File: src/rtl/ysyx_25040129_pkg.sv
// ysyx_25040129_pkg: shared CSR constants, bus response codes and the fetch queue entry type
package ysyx_25040129_pkg;
    localparam int CSR_DIG = 12;
    localparam logic [CSR_DIG-1:0] CSR_SATP = 12'h180;
    localparam logic [1:0] RESP_OKAY = 2'b00;
    typedef struct packed {
        logic [31:0] pc;
        logic [31:0] inst;
        logic        fault;
    } fetch_entry_t;
endpackage

File: src/rtl/ysyx_25040129_sync_fifo.sv
// ysyx_25040129_sync_fifo: power-of-two synchronous queue with clear and same-cycle push/pop
//   clk/rst (async, active-high), clear (sync flush), push/din, pop/dout (head), count, empty, full
module ysyx_25040129_sync_fifo #(
    parameter int DEPTH = 4,
    parameter int WIDTH = 8,
    localparam int AW = $clog2(DEPTH)
) (
    input  logic             clk,
    input  logic             rst,
    input  logic             clear,
    input  logic             push,
    input  logic [WIDTH-1:0] din,
    input  logic             pop,
    output logic [WIDTH-1:0] dout,
    output logic [AW:0]      count,
    output logic             empty,
    output logic             full
);
    logic [WIDTH-1:0] mem [DEPTH];
    logic [AW-1:0] rd_ptr, wr_ptr;
    logic do_push, do_pop;
    assign empty = count == '0;
    assign full = count == (AW+1)'(DEPTH);
    assign do_push = push && (!full || pop);
    assign do_pop = pop && !empty;
    assign dout = mem[rd_ptr];
    always_ff @(posedge clk or posedge rst) begin
        if (rst) begin
            rd_ptr <= '0;
            wr_ptr <= '0;
            count <= '0;
            for (int i = 0; i < DEPTH; i++) mem[i] <= '0;
        end else if (clear) begin
            rd_ptr <= '0;
            wr_ptr <= '0;
            count <= '0;
        end else begin
            if (do_push) begin
                mem[wr_ptr] <= din;
                wr_ptr <= wr_ptr + 1'b1;
            end
            if (do_pop) rd_ptr <= rd_ptr + 1'b1;
            count <= count + (AW+1)'(do_push) - (AW+1)'(do_pop);
        end
    end
endmodule

File: src/rtl/ysyx_25040129_ifu_prefetch.sv
// ysyx_25040129_ifu_prefetch: pipelined fetch unit with prefetch queue, flush drop counting and satp hazard stall
//   clk/rst (async, active-high); pipeline_flush/_target redirect; IDU handshake (is_req_valid_to_idu,
//   is_req_ready_from_idu, pc, inst_to_idu, fault_to_idu); bus AR (araddr/arvalid/arready) and
//   R (rdata/rresp/rvalid/rready); csr_addr_flat/csr_wr_valid snoop ports.
//   Optional YSYX_25040129_IFU_FAULT_EN: track rresp errors per entry and halt fetch after a fault.
module ysyx_25040129_ifu_prefetch
    import ysyx_25040129_pkg::*;
#(
    parameter int FIFO_DEPTH = 4,
    parameter int MAX_OUTSTANDING = 2,
    parameter logic [31:0] RESET_PC = 32'h8000_0000,
    parameter int NUM_CSR_PORTS = 4
) (
    input  logic                             clk,
    input  logic                             rst,
    input  logic                             pipeline_flush,
    input  logic [31:0]                      pipeline_flush_target,
    output logic                             is_req_valid_to_idu,
    input  logic                             is_req_ready_from_idu,
    output logic [31:0]                      pc,
    output logic [31:0]                      inst_to_idu,
    output logic                             fault_to_idu,
    output logic [31:0]                      araddr,
    output logic                             arvalid,
    input  logic                             arready,
    input  logic [31:0]                      rdata,
    input  logic [1:0]                       rresp,
    input  logic                             rvalid,
    output logic                             rready,
    input  logic [NUM_CSR_PORTS*CSR_DIG-1:0] csr_addr_flat,
    input  logic [NUM_CSR_PORTS-1:0]         csr_wr_valid
);
    localparam int OW = $clog2(MAX_OUTSTANDING + 1);
    localparam int CW = $clog2(FIFO_DEPTH) + 1;
`ifdef YSYX_25040129_IFU_FAULT_EN
    localparam int EW = $bits(fetch_entry_t);
`else
    localparam int EW = 64;
`endif
    logic [31:0] fetch_pc, resp_pc;
    logic [OW-1:0] outstanding, drop_cnt;
    logic [CW-1:0] fifo_count;
    logic [EW-1:0] fifo_din, fifo_dout;
    logic halted, raw, ar_fire, r_fire, push, pop, fault, empty, fifo_full_unused;
    always_comb begin
        raw = 1'b0;
        for (int i = 0; i < NUM_CSR_PORTS; i++)
            raw = raw | (csr_wr_valid[i] && csr_addr_flat[i*CSR_DIG +: CSR_DIG] == CSR_SATP);
    end
    // Queue space for every in-flight request is reserved at issue, so rready never needs to drop.
    assign arvalid = !rst && !raw && !halted && !pipeline_flush
                     && 32'(outstanding) < 32'(MAX_OUTSTANDING)
                     && 32'(outstanding) + 32'(fifo_count) < 32'(FIFO_DEPTH);
    assign araddr = fetch_pc;
    assign rready = 1'b1;
    assign ar_fire = arvalid && arready;
    assign r_fire = rvalid;
    assign push = r_fire && !pipeline_flush && drop_cnt == '0;
    assign is_req_valid_to_idu = !empty && !pipeline_flush;
    assign pop = is_req_valid_to_idu && is_req_ready_from_idu;
`ifdef YSYX_25040129_IFU_FAULT_EN
    fetch_entry_t head;
    assign fault = rresp != RESP_OKAY;
    assign fifo_din = {resp_pc, rdata, fault};
    assign head = fetch_entry_t'(fifo_dout);
    assign pc = head.pc;
    assign inst_to_idu = head.inst;
    assign fault_to_idu = head.fault;
    always_ff @(posedge clk or posedge rst) begin
        if (rst) halted <= 1'b0;
        else if (pipeline_flush) halted <= 1'b0;
        else if (push && fault) halted <= 1'b1;
    end
`else
    logic unused_rresp;
    assign unused_rresp = ^rresp;
    assign fault = 1'b0;
    assign halted = fault;
    assign fifo_din = {resp_pc, rdata};
    assign pc = fifo_dout[63:32];
    assign inst_to_idu = fifo_dout[31:0];
    assign fault_to_idu = fault;
`endif
    always_ff @(posedge clk or posedge rst) begin
        if (rst) begin
            fetch_pc <= RESET_PC;
            resp_pc <= RESET_PC;
            outstanding <= '0;
            drop_cnt <= '0;
        end else if (pipeline_flush) begin
            // Every request still unanswered after this cycle belongs to the old stream.
            fetch_pc <= pipeline_flush_target;
            resp_pc <= pipeline_flush_target;
            outstanding <= outstanding - OW'(r_fire);
            drop_cnt <= outstanding - OW'(r_fire);
        end else begin
            if (ar_fire) fetch_pc <= fetch_pc + 32'd4;
            outstanding <= outstanding + OW'(ar_fire) - OW'(r_fire);
            if (r_fire && drop_cnt != '0) drop_cnt <= drop_cnt - 1'b1;
            if (push) resp_pc <= resp_pc + 32'd4;
        end
    end
    ysyx_25040129_sync_fifo #(.DEPTH(FIFO_DEPTH), .WIDTH(EW)) u_fifo (
        .clk(clk),
        .rst(rst),
        .clear(pipeline_flush),
        .push(push),
        .din(fifo_din),
        .pop(pop),
        .dout(fifo_dout),
        .count(fifo_count),
        .empty(empty),
        .full(fifo_full_unused)
    );
endmodule
File: config.mk
export PLATFORM = sky130hd
export DESIGN_NAME = ysyx_25040129_ifu_prefetch
export DESIGN_NICKNAME = d
export VERILOG_FILES = /design/src/rtl/ysyx_25040129_pkg.sv /design/src/rtl/ysyx_25040129_sync_fifo.sv /design/src/rtl/ysyx_25040129_ifu_prefetch.sv
export SDC_FILE = /design/constraint.sdc
export NUM_CORES = 1
export LEC_CHECK = 0
export BUFFER_PORTS_ARGS = -buffer_cell sky130_fd_sc_hd__buf_2
export CAP_MARGIN = 20
export CELL_PAD_IN_SITES_DETAIL_PLACEMENT = 1
export CELL_PAD_IN_SITES_GLOBAL_PLACEMENT = 2
export CORE_MARGIN = 2
export CORE_UTILIZATION = 36
export CTS_CLUSTER_DIAMETER = 50
export CTS_CLUSTER_SIZE = 24
export DETAILED_ROUTE_END_ITERATION = 8
export PLACE_DENSITY = 0.77
export SETUP_SLACK_MARGIN = 0.5
export SYNTH_ARGS = -nofsm -noshare
export SYNTH_HDL_FRONTEND = slang
export SYNTH_SLANG_ARGS = --single-unit
File: constraint.sdc
create_clock -name clk -period 8.5 [get_ports clk]
set_input_delay 0 -clock clk [delete_from_list [all_inputs] [get_ports clk]]
set_output_delay 0 -clock clk [all_outputs]
set_load 0.01 [all_outputs]
After elaboration in Yosys (flattened, before gate mapping) --
Index checks and enable logic that the tools add are counted.
Storage, ports and cells: bits in registers 331, input bits 124, output and inout port bits 100
Operators by class: add/sub/neg operators 11, order comparisons 5, eq/ne operators 5, mux-type cells 18, bitwise gates (word level) 6, reductions and logical operators 32
Operators by type and width (number):
- 256-bit bitwise mux | 1
- 64-bit two-way mux | 3
- 64-bit binary-select mux with 2-bit select | 1
- 64-bit demux with 2-bit select | 1
- 32-bit two-way mux | 4
- 32-bit by 3-bit adder with 32-bit output (second input constant) | 2
- 12-bit by 9-bit == test with 1-bit output (second input constant) | 4
- 1-bit logical AND | 17
- 2-bit two-way mux | 7
- 2-bit nonzero test | 6
- 3-bit >= comparator (second input constant) | 2
- 2-bit inverter with 3-bit output | 2
- 1-bit zero test | 5
- 2-bit by 1-bit adder with 2-bit output (second input constant) | 2
- 2-bit by 3-bit adder with 4-bit output | 1
- 4-bit by 3-bit less-than comparator with 1-bit output (second input constant) | 1
- 2-bit by 1-bit subtractor with 2-bit output | 2
- 3-bit by 1-bit adder with 3-bit output | 1
- 3-bit == test (second input constant) | 1
- 3-bit zero test | 1
- 3-bit by 1-bit less-than comparator with 1-bit output (second input constant) | 1
- 3-bit two-way mux | 1
- 1-bit OR | 3
- 3-bit by 1-bit subtractor with 3-bit output | 1
- other kinds (7) | 7

Depth between registers and ports, before layout --
depth in word-level cells 14, depth in mapped cells 14

Hierarchy --
A second synthesis with hierarchy kept.
Unflattened totals: cell total of the unflattened synthesis 1116, area, all modules 16160.5 um2
By module, submodules not included:
- ysyx_25040129_sync_fifo | times used 1, cells each 667, area each 12099.1 um2
- ysyx_25040129_ifu_prefetch | times used 1, cells each 449, area each 4061.4 um2

Worst setup path after synthesis --
No wires, ideal clock.
path kind reg2reg, from register outstanding[1], to register outstanding[1], data arrival time 2.717 ns, slack 5.704 ns, stages on the path, launching flop included 15, buffers on the path 2, clock period less this slack 2.796 ns, cells stage by stage dfrtp_1 -> ha_1 -> or4_1 -> nor2_1 -> nand4_2 -> nor2_4 -> inv_2 -> buf_2 -> buf_4 -> ha_1 -> inv_1 -> ha_1 -> xnor2_1 -> o21ai_0 -> xor2_1
On the way: cells in the longest elaborated chain, start to end 7, elaborated cells between the ends (all ways) 10, those cells by class 4 x add/sub; 2 x order compare; 1 x mux; 3 x reduce/logical
RTL lines:
- start: declaration | RTL line ysyx_25040129_ifu_prefetch.sv:41 | logic [OW-1:0] outstanding, drop_cnt;
- start signal: assignment | RTL line ysyx_25040129_ifu_prefetch.sv:94 | outstanding <= outstanding - OW'(r_fire);
- start signal: assignment | RTL line ysyx_25040129_ifu_prefetch.sv:98 | outstanding <= outstanding + OW'(ar_fire) - OW'(r_fire);
- 2-bit by 3-bit adder with 4-bit output / 2-bit less-than comparator (equally long branches) | RTL line ysyx_25040129_ifu_prefetch.sv:53, ysyx_25040129_ifu_prefetch.sv:52
- 4-bit by 3-bit less-than comparator with 1-bit output / 1-bit logical AND (equally long branches) | RTL line ysyx_25040129_ifu_prefetch.sv:53, ysyx_25040129_ifu_prefetch.sv:52
- 1-bit logical AND | RTL line ysyx_25040129_ifu_prefetch.sv:53 | && 32'(outstanding) + 32'(fifo_count) < 32'(FIFO_DEPTH);
- 1-bit logical AND | RTL line ysyx_25040129_ifu_prefetch.sv:56 | assign ar_fire = arvalid && arready;
- 2-bit by 1-bit adder with 2-bit output | RTL line ysyx_25040129_ifu_prefetch.sv:98
- 2-bit by 1-bit subtractor with 2-bit output | RTL line ysyx_25040129_ifu_prefetch.sv:98
- 2-bit two-way mux * | RTL line ysyx_25040129_ifu_prefetch.sv:90 | end else if (pipeline_flush) begin
Every way passes the cells marked *; elsewhere a longest branch is shown, timed or not. A chain may end at the register's enable or synchronous reset.

Worst setup path in the final report --
from register u_fifo.count[1], to register outstanding[1]
On the way: cells in the longest elaborated chain, start to end 7
RTL lines:
- start: declaration | RTL line ysyx_25040129_sync_fifo.sv:15 | output logic [AW:0] count,
- start signal: assignment | RTL line ysyx_25040129_sync_fifo.sv:43 | count <= count + (AW+1)'(do_push) - (AW+1)'(do_pop);
- 2-bit by 3-bit adder with 4-bit output | RTL line ysyx_25040129_ifu_prefetch.sv:53
- 4-bit by 3-bit less-than comparator with 1-bit output | RTL line ysyx_25040129_ifu_prefetch.sv:53
- 1-bit logical AND | RTL line ysyx_25040129_ifu_prefetch.sv:53
- 1-bit logical AND | RTL line ysyx_25040129_ifu_prefetch.sv:56
- 2-bit by 1-bit adder with 2-bit output | RTL line ysyx_25040129_ifu_prefetch.sv:98
- 2-bit by 1-bit subtractor with 2-bit output | RTL line ysyx_25040129_ifu_prefetch.sv:98
- 2-bit two-way mux | RTL line ysyx_25040129_ifu_prefetch.sv:90
Every way passes these cells.

==> out/qor.yml <==
status: "finished, final reports clean"
io_pins: 224
clock_sinks: 331
postCtsSetupBuffers: 0
vias: 10300
cp-startpoint: "u_fifo.count[1]"
dieArea_um2: 44500
worstSetupEndpoint: "outstanding[1]"
start_kind: "flip-flop"
yosysUniqueCellTypes: 59
cts-root-buf: "clkbuf_16"
peakVddDrop_mv: 0.106
fin_util_pct: 45.4
hold_class: "primary input to flip-flop"
htreeDepth: 2
p_leak_nw: 8.90
switchingPower_w: 0.00162
grt_max_degree: 172
synth_xor_area_share_pct: 2.50
syn_nets: 1266
antenna_found_initial: 0
die_x_um: 211
reg2reg_to: "outstanding[1]"
yosysSeqAreaShare_pct: 53.7
synth_mux_area_share_pct: 28.4
syn_avg_cell_area_um2: 13.7
synthAdderAreaFrac_pct: 1.18
drtPass1Iterations: 4
vias_per_cell: 5.25
finClkSkew_ps: 18.5
final_hold_viol_count: 0
final.setup.tns_ps: 0
layout_commonest_cell: "dfrtp_1"
synth_edf_count: 0
synth-compound-area-share_pct: 3.84
final_antenna_net_count: 0
finalCritPeriodShare_pct: 42.6
rrSetupSlack_ps: 4870
crit_arrival_ps: 4040
worstMarginPinSlew_ps: 939
slew_headroom_pct: 37.1
start_util_pct: 36.6
worst-path-max-fanout: 29
synth_seq_cells: 331
overflow: 0
nets: 1532
die_h_um: 211
rsz0062_at_grt: "false"
grt_pass1_wl_um: 64500
async_reset_ff_share_pct: 100
synth_top_area_cell: "dfrtp_1"
r2r_cells: 12
rr_startpoint: "u_fifo.count[1]"
drive_above_1_share_pct: 45.7
clk_path_buf_depth: 3
p_per_area_nw_per_um2: 284
wl_per_cell_um: 20.6
syn_area_um2: 15400
fmax_mhz: 276
fin_crit_ps: 3630
worstPathRequired_ps: 8910
cts_tree: "yes"
track_usage_pct: 18.6
p_sw_share_pct: 29.8
numCtsBuffers: 41
diodes: 0
drtIter0Drc: 480
num_rows: 75
clock_power_share_pct: 33.1
yosys.area_share.simple_pct: 7.64
syn-instance-count: 1128
max_cap_violations: 0
setup-violations-final: 0
dpl.hpwl_um: 26000
slew_viol_final: 0
io_buffers: 219
drc: 0
clk_latency_ps: 550
ys_warn_count: 0
power_frac_seq_pct: 40.6
finalWirelength_um: 40400
p_int_w: 0.00380
synth_top_family_by_area: "multiplexers"
area_growth_pct: 23.8
place.gp.congestion: 0.797
combPwrFrac_pct: 26.3
grt_pass1_vias: 11300
end_kind: "flip-flop"
core-area_um2: 42100
n_fill_cell: 4338
synth_top_cells_by_area: "dfrtp_1 53%, mux2_2 19%, mux4_2 9.3%, o21ai_0 1.6%, xor2_1 1.6%"
critical_path_class: "flip-flop to flip-flop"
synth_top_area_share_pct: 53.3
layout_common_cells: "327 x dfrtp_1, 259 x mux2_2, 219 x buf_2, 67 x dlygate4sd3_1, 64 x mux4_2"
synthFlopType: "dfrtp_1"
clk_pin_slew_ps: 60
cell type report:
| cell class | instances | area, um2 | share of cell area (%) |
|---|---|---|---|
| Multi-Input combinational cell | 697 | 6760 | 35.3 |
| Clock inverter | 27 | 317 | 1.66 |
| Timing Repair Buffer | 298 | 1890 | 9.89 |
| Sequential cell | 331 | 8290 | 43.4 |
| Tap cell | 539 | 674 | 3.53 |
| Inverter | 25 | 97.6 | 0.511 |
| Clock buffer | 46 | 1080 | 5.68 |
Yosys cell counts (all sizes together), types with 2 or more instances:
| library cell | n |
|---|---|
| nor4 | 20 |
| mux2 | 259 |
| a221o | 6 |
| dfrtp | 329 |
| or2 | 2 |
| nand2 | 65 |
| ha | 13 |
| o31a | 2 |
| nand2b | 3 |
| or4 | 3 |
| a31oi | 4 |
| a21oi | 12 |
| a21o | 8 |
| nor4bb | 4 |
| nor2b | 2 |
| and3 | 5 |
| nand3 | 25 |
| nand4 | 20 |
| and4 | 8 |
| and2 | 3 |
| mux4 | 64 |
| a21bo | 2 |
| clkbuf | 42 |
| o31ai | 2 |
| buf | 33 |
| dfstp | 2 |
| o21ai | 52 |
| inv | 24 |
| mux2i | 2 |
| o41ai | 3 |
| a21boi | 2 |
| xnor2 | 16 |
| xor2 | 28 |
| or3 | 5 |
| nor3 | 13 |
| nor3b | 7 |
| nor2 | 29 |
| conb | 2 |
worst max-delay path: stages, from the launching register on:
cell and delay [ps]:
dfrtp_1 440, ha_1 200, or4_1 440, nor2_1 150
nand4_2 440, nor2_4 490, inv_2 310, ha_1 370
inv_1 40, ha_1 180, xnor2_1 140, o21ai_0 110
xor2_1 180
registers in the layout, summed over array words and instances (netlist names):
signal         count
araddr            32
drop_cnt           2
outstanding        2
resp_pc           32
u_fifo.count       3
u_fifo.mem       256
u_fifo.rd_ptr      2
u_fifo.wr_ptr      2
routing by layer:
metal,GRT usage [%],wire (um),vias to the layer above
li1,-,-,4679
met1,24.3,17700,5315
met5,0,0,-
met2,31.9,19900,252
met4,5.12,747,0
met3,3.42,2020,60
kinds of logic after synthesis:
family / count (synthesis)
buffers and inverters: 100
xor gates and xnor gates: 44
AOI/OAI and AO/OA: 97
adders and majority gates: 14
DFF: 331
and+or+nand+nor: 215
other: 2
muxes: 325
timing repair:
action	CTS	global route
resized for setup	0	0
hold endpoints to repair	231	0
hold buffers	67	0
power by group through the flow:
stage               Clock [W]  Combinational (W)  Sequential, W
finish                0.00180            0.00142        0.00220
global route          0.00192            0.00156        0.00226
CTS                   0.00186            0.00145        0.00221
detailed placement          0            0.00142        0.00224
global placement            0            0.00139        0.00221
floorplan                   0            0.00102        0.00211
worst min path at each step:
stage | startpoint | to | slack, ps | depth (start not counted)
3_3_place_gp | pipeline_flush_target[0] | araddr[0] | 220 | 3
4_1_cts | pipeline_flush | u_fifo.rd_ptr[1] | 120 | 3
6_report | pipeline_flush | u_fifo.rd_ptr[1] | 140 | 3
5_1_grt | pipeline_flush | u_fifo.count[2] | 180 | 3
2_1_floorplan | pipeline_flush_target[23] | resp_pc[23] | 120 | 2
3_5_place_dp | pipeline_flush_target[1] | resp_pc[1] | 240 | 3
stage by stage:
step	power, W	area [um2]	setup slack, ps	instances	hold slack [ps]
5_1_grt	0.00573	19100	4550	1963	177
2_1_floorplan	0.00313	15400	4080	1128	121
3_3_place_gp	0.00360	17000	4850	1822	223
4_1_cts	0.00552	19100	4810	1962	124
3_5_place_dp	0.00366	17000	4870	1822	244
6_report	0.00542	19100	4870	1963	140
No activity file was read; power rests on OpenSTA's default activity.
